`src/rtl/pc_fetch_unit_if.sv`:
```
// Program-memory fetch port.
//   pm_addr  : fetch address driven by the fetch unit (always the PC)
//   pm_req   : fetch request from the fetch unit
//   pm_rdata : instruction word returned for pm_addr
//   pm_ready : pm_rdata is valid this cycle
// The master modport belongs to the fetch unit and the slave modport to program memory.
interface pc_fetch_unit_if #(
  parameter int INSTR_W = 24
);
  logic [15:0]        pm_addr;
  logic               pm_req;
  logic [INSTR_W-1:0] pm_rdata;
  logic               pm_ready;

  modport master (
    output pm_addr,
    output pm_req,
    input  pm_rdata,
    input  pm_ready
  );

  modport slave (
    input  pm_addr,
    input  pm_req,
    output pm_rdata,
    output pm_ready
  );
endinterface

```
`src/rtl/pc_fetch_unit.sv`:
```
// Program-counter / instruction-fetch stage.
// Holds the PC, requests instructions from program memory and latches the
// returned word into the instruction register (IR). The IR is exported to the
// jump-control stage, and that stage's redirect (pc_mux_sel/jmp_loc) reloads
// the PC and flushes the IR.
// Ports:
//   clk             : clock, all state changes on the rising edge
//   reset           : synchronous, active-low
//   pm              : program-memory fetch port (master side)
//   jmp_loc         : redirect target
//   pc_mux_sel      : redirect request
//   stall           : hazard stall from decode
//   instr           : IR contents
//   instr_valid     : IR holds a live instruction
//   op              : IR opcode, zero while the IR is not valid
//   jmp_address_pm  : jump target field of the IR
//   current_address : address the IR was fetched from
module pc_fetch_unit #(
  parameter int          INSTR_W      = 24,
  parameter logic [15:0] RESET_VECTOR = 16'h0000,
  parameter int          BOOT_CYCLES  = 2
) (
  input  logic                  clk,
  input  logic                  reset,
  pc_fetch_unit_if.master       pm,
  input  logic [15:0]           jmp_loc,
  input  logic                  pc_mux_sel,
  input  logic                  stall,
  output logic [INSTR_W-1:0]    instr,
  output logic                  instr_valid,
  output logic [5:0]            op,
  output logic [15:0]           jmp_address_pm,
  output logic [15:0]           current_address
);

  typedef enum logic {
    BOOT = 1'b0,
    RUN  = 1'b1
  } state_t;

  localparam logic [1:0] BOOT_LAST = 2'(BOOT_CYCLES - 1);

  // An invalid or flushed IR must decode as opcode 000000 so it can never
  // look like a jump to the downstream stage.
  function automatic logic [5:0] gate_op(input logic vld, input logic [INSTR_W-1:0] ir);
    return vld ? ir[INSTR_W-1 -: 6] : 6'b000000;
  endfunction

  state_t             state_q;
  state_t             state_d;
  logic [1:0]         boot_cnt_q;
  logic [1:0]         boot_cnt_d;
  logic               fetch_req;

  logic [15:0]        pc_p0;
  logic [INSTR_W-1:0] ir_p1;
  logic [15:0]        cur_addr_p1;
  logic               vld_p1;

  always_ff @(posedge clk) begin
    if (!reset) begin
      state_q    <= BOOT;
      boot_cnt_q <= 2'd0;
    end else begin
      state_q    <= state_d;
      boot_cnt_q <= boot_cnt_d;
    end
  end

  always_comb begin
    state_d    = state_q;
    boot_cnt_d = boot_cnt_q;
    case (state_q)
      BOOT: begin
        // A redirect during BOOT does not shorten it; only the counter moves us on.
        boot_cnt_d = boot_cnt_q + 2'd1;
        if (boot_cnt_q == BOOT_LAST) begin
          state_d = RUN;
        end
      end
      RUN:     state_d = RUN;
      default: state_d = BOOT;
    endcase
  end

  // Memory is a stateless read port, so dropping the request mid-wait is safe.
  assign fetch_req = (state_q == RUN) && !stall && !pc_mux_sel;

  // Stage p0 -> p1: PC issues the fetch, IR captures the returned word.
  always_ff @(posedge clk) begin
    if (!reset) begin
      pc_p0       <= RESET_VECTOR;
      ir_p1       <= '0;
      cur_addr_p1 <= 16'h0000;
      vld_p1      <= 1'b0;
    end else if (pc_mux_sel) begin
      pc_p0  <= jmp_loc;
      vld_p1 <= 1'b0;
    end else if (stall) begin
      pc_p0  <= pc_p0;
      vld_p1 <= vld_p1;
    end else if (state_q == RUN) begin
      if (pm.pm_ready) begin
        ir_p1       <= pm.pm_rdata;
        cur_addr_p1 <= pc_p0;
        vld_p1      <= 1'b1;
        pc_p0       <= pc_p0 + 16'd1;
      end else begin
        vld_p1 <= 1'b0;
      end
    end
  end

  assign pm.pm_addr      = pc_p0;
  assign pm.pm_req       = fetch_req;
  assign instr           = ir_p1;
  assign instr_valid     = vld_p1;
  assign op              = gate_op(vld_p1, ir_p1);
  assign jmp_address_pm  = ir_p1[15:0];
  assign current_address = cur_addr_p1;

endmodule

```
`src/flat_wrapper.sv`:
```
// flat-port wrapper written by rule: the top's interface ports become plain ports
module pc_fetch_unit_flat 
#(
  parameter int          INSTR_W      = 24,
  parameter logic [15:0] RESET_VECTOR = 16'h0000,
  parameter int          BOOT_CYCLES  = 2
)
  (clk, reset, jmp_loc, pc_mux_sel, stall, instr, instr_valid, op, jmp_address_pm, current_address, pm_pm_addr, pm_pm_req, pm_pm_rdata, pm_pm_ready);
  pc_fetch_unit_if #(.INSTR_W(INSTR_W)) pm_i ();
  input  logic clk;
  input  logic reset;
  input  logic [15:0] jmp_loc;
  input  logic pc_mux_sel;
  input  logic stall;
  output logic [INSTR_W-1:0] instr;
  output logic instr_valid;
  output logic [5:0] op;
  output logic [15:0] jmp_address_pm;
  output logic [15:0] current_address;
  output wire logic [$bits(pm_i.pm_addr)-1:0] pm_pm_addr;
  output wire logic [$bits(pm_i.pm_req)-1:0] pm_pm_req;
  input wire logic [$bits(pm_i.pm_rdata)-1:0] pm_pm_rdata;
  input wire logic [$bits(pm_i.pm_ready)-1:0] pm_pm_ready;
  assign pm_pm_addr = pm_i.pm_addr;
  assign pm_pm_req = pm_i.pm_req;
  assign pm_i.pm_rdata = pm_pm_rdata;
  assign pm_i.pm_ready = pm_pm_ready;
  pc_fetch_unit #(.INSTR_W(INSTR_W), .RESET_VECTOR(RESET_VECTOR), .BOOT_CYCLES(BOOT_CYCLES)) u_core (.clk(clk), .reset(reset), .pm(pm_i), .jmp_loc(jmp_loc), .pc_mux_sel(pc_mux_sel), .stall(stall), .instr(instr), .instr_valid(instr_valid), .op(op), .jmp_address_pm(jmp_address_pm), .current_address(current_address));
endmodule
```
`config.mk`:
```
export PLATFORM = sky130hd
export DESIGN_NAME = pc_fetch_unit_flat
export DESIGN_NICKNAME = d
export VERILOG_FILES = /design/src/rtl/pc_fetch_unit_if.sv /design/src/rtl/pc_fetch_unit.sv /design/src/flat_wrapper.sv
export SDC_FILE = /design/constraint.sdc
export NUM_CORES = 1
export LEC_CHECK = 0
export BUFFER_PORTS_ARGS = -buffer_cell sky130_fd_sc_hd__buf_2
export CELL_PAD_IN_SITES_DETAIL_PLACEMENT = 1
export CELL_PAD_IN_SITES_GLOBAL_PLACEMENT = 2
export CORE_UTILIZATION = 25
export DETAILED_ROUTE_END_ITERATION = 7
export PLACE_DENSITY_LB_ADDON = 0.1
export SYNTH_ARGS = -nofsm -noshare
export SYNTH_HDL_FRONTEND = slang
export SYNTH_SLANG_ARGS = --single-unit
export TNS_END_PERCENT = 1
```
`constraint.sdc`:
```
create_clock -name clk -period 4.4 [get_ports clk]
set_clock_uncertainty 0.15 [all_clocks]
set_input_delay 0.88 -clock clk [delete_from_list [all_inputs] [get_ports clk]]
set_output_delay 0.88 -clock clk [all_outputs]
set_load 0.02 [all_outputs]
```
==> flow_metrics.env <==
export IMPL_status="complete, no violations"
export IMPL_grt_setup_unrepaired="false"
export IMPL_average_wire_length_per_cell_after_detail_routing_um=13.9
export IMPL_worst_slew_pin_transition_ns=0.919
export IMPL_final_min_clock_period_ns=2.58
export IMPL_maximum_capacitance_violations=0
export IMPL_io_buffers=124
export IMPL_fin_area_um2=3370
export IMPL_timing_final_hold_violations=0
export IMPL_placed_cell_area_um2=3180
export IMPL_num_vias=2493
export IMPL_dieArea_um2=10800
export IMPL_relative_slew_slack_pct=38.6
export IMPL_die_w_um=104
export IMPL_cts_sink_count=60
export IMPL_period_share_pct=58.6
export IMPL_synth_area_mux_share_pct=1.59
export IMPL_drv_slew=0
export IMPL_critical_path_peak_fanout=40
export IMPL_grt_max_degree=50
export IMPL_static_leakage_power_nw=1.49
export IMPL_power_frac_seq_pct=48.7
export IMPL_postCtsHoldBufs=0
export IMPL_antenna_found_initial=0
export IMPL_max_freq_ghz=0.388
export IMPL_global_route_wire_length_before_repair_mm=13.0
export IMPL_clock_tree_buf_depth=2
export IMPL_critPathCaptureType="register"
export IMPL_dr_pass1_iters=4
export IMPL_timing_critical_path_arrival_ns=2.60
export IMPL_worst_ep_required_time_ns=4.42
export IMPL_synth_top_area_cell="sky130_fd_sc_hd__dfxtp_1"
export IMPL_design_final_nets=468
export IMPL_netlist_instances=321
export IMPL_setup_viol_count_final=0
export IMPL_synth_compound_gate_area_share_pct=14.1
export IMPL_drive_above_1_share_pct=33.9
export IMPL_power_switching_mw=0.337
export IMPL_synth_simple_gate_area_share_pct=23.4
export IMPL_synthAdderAreaFrac_pct=0.966
export IMPL_fillers=1254
export IMPL_finalCoreUtilization_pct=34.0
export IMPL_multi_input_area_um2=1170
export IMPL_fin_cells=558
export IMPL_synth_cell_area_um2=2590
export IMPL_switching_share_pct=27.1
export IMPL_part_of_the_power_in_combinational_logic_pct=12.9
export IMPL_avgSynthCellArea_um2=8.07
export IMPL_tritoncts="yes"
export IMPL_syn_nets=368
export IMPL_setup_tns_ns=0
export IMPL_area_growth_synth_to_final_pct=29.9
export IMPL_detail_route_wirelength_mm=7.75
export IMPL_cellPowerDensity_nw_per_um2=370
export IMPL_detail_route_antenna_nets=0
export IMPL_start_util_pct=26.1
export IMPL_area_of_the_core_region_um2=9910
export IMPL_regArea_um2=1200
export IMPL_synth_top_family_by_area="simple AND/OR/NAND/NOR gates"
export IMPL_cell_internal_pwr_mw=0.908
export IMPL_netlist_area_leader_share_pct=46.4
export IMPL_yosys_top_cells_area="sky130_fd_sc_hd__dfxtp_1 (46%), sky130_fd_sc_hd__nand2_1 (12%), sky130_fd_sc_hd__a21oi_1 (10%)"
export IMPL_final_common_cell="sky130_fd_sc_hd__buf_2"
export IMPL_drt_vias_per_instance=4.47
export IMPL_worst_ir_drop_vdd_mv=0.123
export IMPL_globalRouteOverflowTotal=0
export IMPL_synthDistinctLibCells=31
export IMPL_ctsRootBufferMaster="sky130_fd_sc_hd__clkbuf_8"
export IMPL_diodes=0
export IMPL_grt_total_usage_pct=15.1
export IMPL_clock_insertion_delay_worst_skew_ns=0.33
export IMPL_holdCritPathClass="reg2reg"
export IMPL_chipHeight_um=104
export IMPL_path_clk_slew_ns=0.07
export IMPL_io_pin_count=125
export IMPL_cts_htree_levels=3
export IMPL_place_congestion=0.715
export IMPL_synthesis_yosys_warnings=0
export IMPL_crit_path_start_kind="primary input"
export IMPL_drt_drc_violations_left=0
export IMPL_synth_ff_latch_count=60
export IMPL_most_common_layout_cells="sky130_fd_sc_hd__buf_2 (124), sky130_fd_sc_hd__nand2_1 (83), sky130_fd_sc_hd__dfxtp_1 (60)"
export IMPL_numPlacedInstances=543
export IMPL_synth_yosys_seq_area_share_pct=46.4
export IMPL_criticalPathCategory="in2reg"
export IMPL_placement_rows=36
export IMPL_number_of_global_route_vias_before_repair=2516
export IMPL_drt_iter0_drc=46
export IMPL_dpl_hpwl_mm=5.34
export IMPL_post_cts_setup_buffer_count=0
export IMPL_share_clk_of_total_power_pct=38.4
export IMPL_synth_xor_area_share_pct=4.73
export IMPL_cts_buffers=9
export IMPL_post_cts_resized=0
## kinds of logic (layout without fill, tap and decap cells)
logic type	after synthesis	in the layout
xor+xnor	14	14
fa+ha+maj	2	2
buf+inv	41	145
simple gates	130	130
mux	4	4
flops	60	60
compound gates	70	70
## cell type report
type,count,area share [%]
clock buffers,13,4.42
repair buffers,125,18.7
inverters,5,0.557
well taps,133,4.94
clock inverters,2,1.04
multi-input cells,220,34.7
flip-flops and latches,60,35.7
## state kept, by name, summed over array words and instances (netlist names)
signal                  count
u_core.pm.pm_addr          16
u_core.current_address     16
u_core.state_q              1
u_core.instr               24
u_core.boot_cnt_q           2
u_core.instr_valid          1
## routing by layer
layer  vias up  GRT usage (%)  part of all wire [%]
met4         0           4.59                  0.55
met2        85           26.2                    49
met1      1144           18.2                    45
met3         4           3.96                   5.4
met5         -              0                     0
li1       1260              -                     -
## stage by stage
stage          hold slack, ns  power (mW)  worst slack, ns
2_1_floorplan           0.304       0.722             1.94
3_3_place_gp            0.290       0.780             1.48
3_5_place_dp            0.298       0.783             1.42
4_1_cts                 0.307        1.27             1.78
5_1_grt                 0.329        1.31             1.61
6_report                0.301        1.24             1.82
## path summary, 6_finish.rpt
| check | from | to | slack, ns | cells past startpoint |
|---|---|---|---|---|
| setup / recovery | pc_mux_sel | u_core.instr[0]$_SDFFE_PN0P_ | 1.82 | 5 |
| hold / removal | u_core.current_address[15]$_SDFFE_PN0P_ | u_core.current_address[15]$_SDFFE_PN0P_ | 0.30 | 2 |
| setup reg to reg | u_core.state_q$_SDFF_PN0_ | u_core.instr[20]$_SDFFE_PN0P_ | 2.26 | 5 |
| hold reg to reg | u_core.current_address[15]$_SDFFE_PN0P_ | u_core.current_address[15]$_SDFFE_PN0P_ | 0.30 | 2 |
## cells in the mapped netlist (all sizes together)
cell and count:
a21o 2, a21oi 53, and2 6, and3b 1, buf 25, clkbuf 11
dfxtp 60, ha 2, inv 5, mux2 1, mux2i 3, nand2 84
nand2b 2, nand3 5, nand3b 1, nand4 5, nand4b 4, nor2 11
nor3 3, nor4 8, o211ai 1, o21ai 12, o221ai 1, o311ai 1
xnor2 11, xor2 3
## critical path: stages
cell and delay, ns:
sky130_fd_sc_hd__buf_2 0.19, sky130_fd_sc_hd__inv_1 0.50, sky130_fd_sc_hd__nand2_2 0.69, sky130_fd_sc_hd__nand2_1 0.25
sky130_fd_sc_hd__a21oi_1 0.09
## power groups by stage
| stage | combinational, mW | clock (mW) | sequential [mW] |
|---|---|---|---|
| after global routing | 0.180 | 0.523 | 0.612 |
| final | 0.160 | 0.478 | 0.606 |
| after global placement | 0.162 | 0 | 0.618 |
| after detailed placement | 0.164 | 0 | 0.619 |
| after CTS | 0.165 | 0.502 | 0.608 |
| after floorplan | 0.0955 | 0 | 0.627 |
No activity file was read; power rests on OpenSTA's default activity.
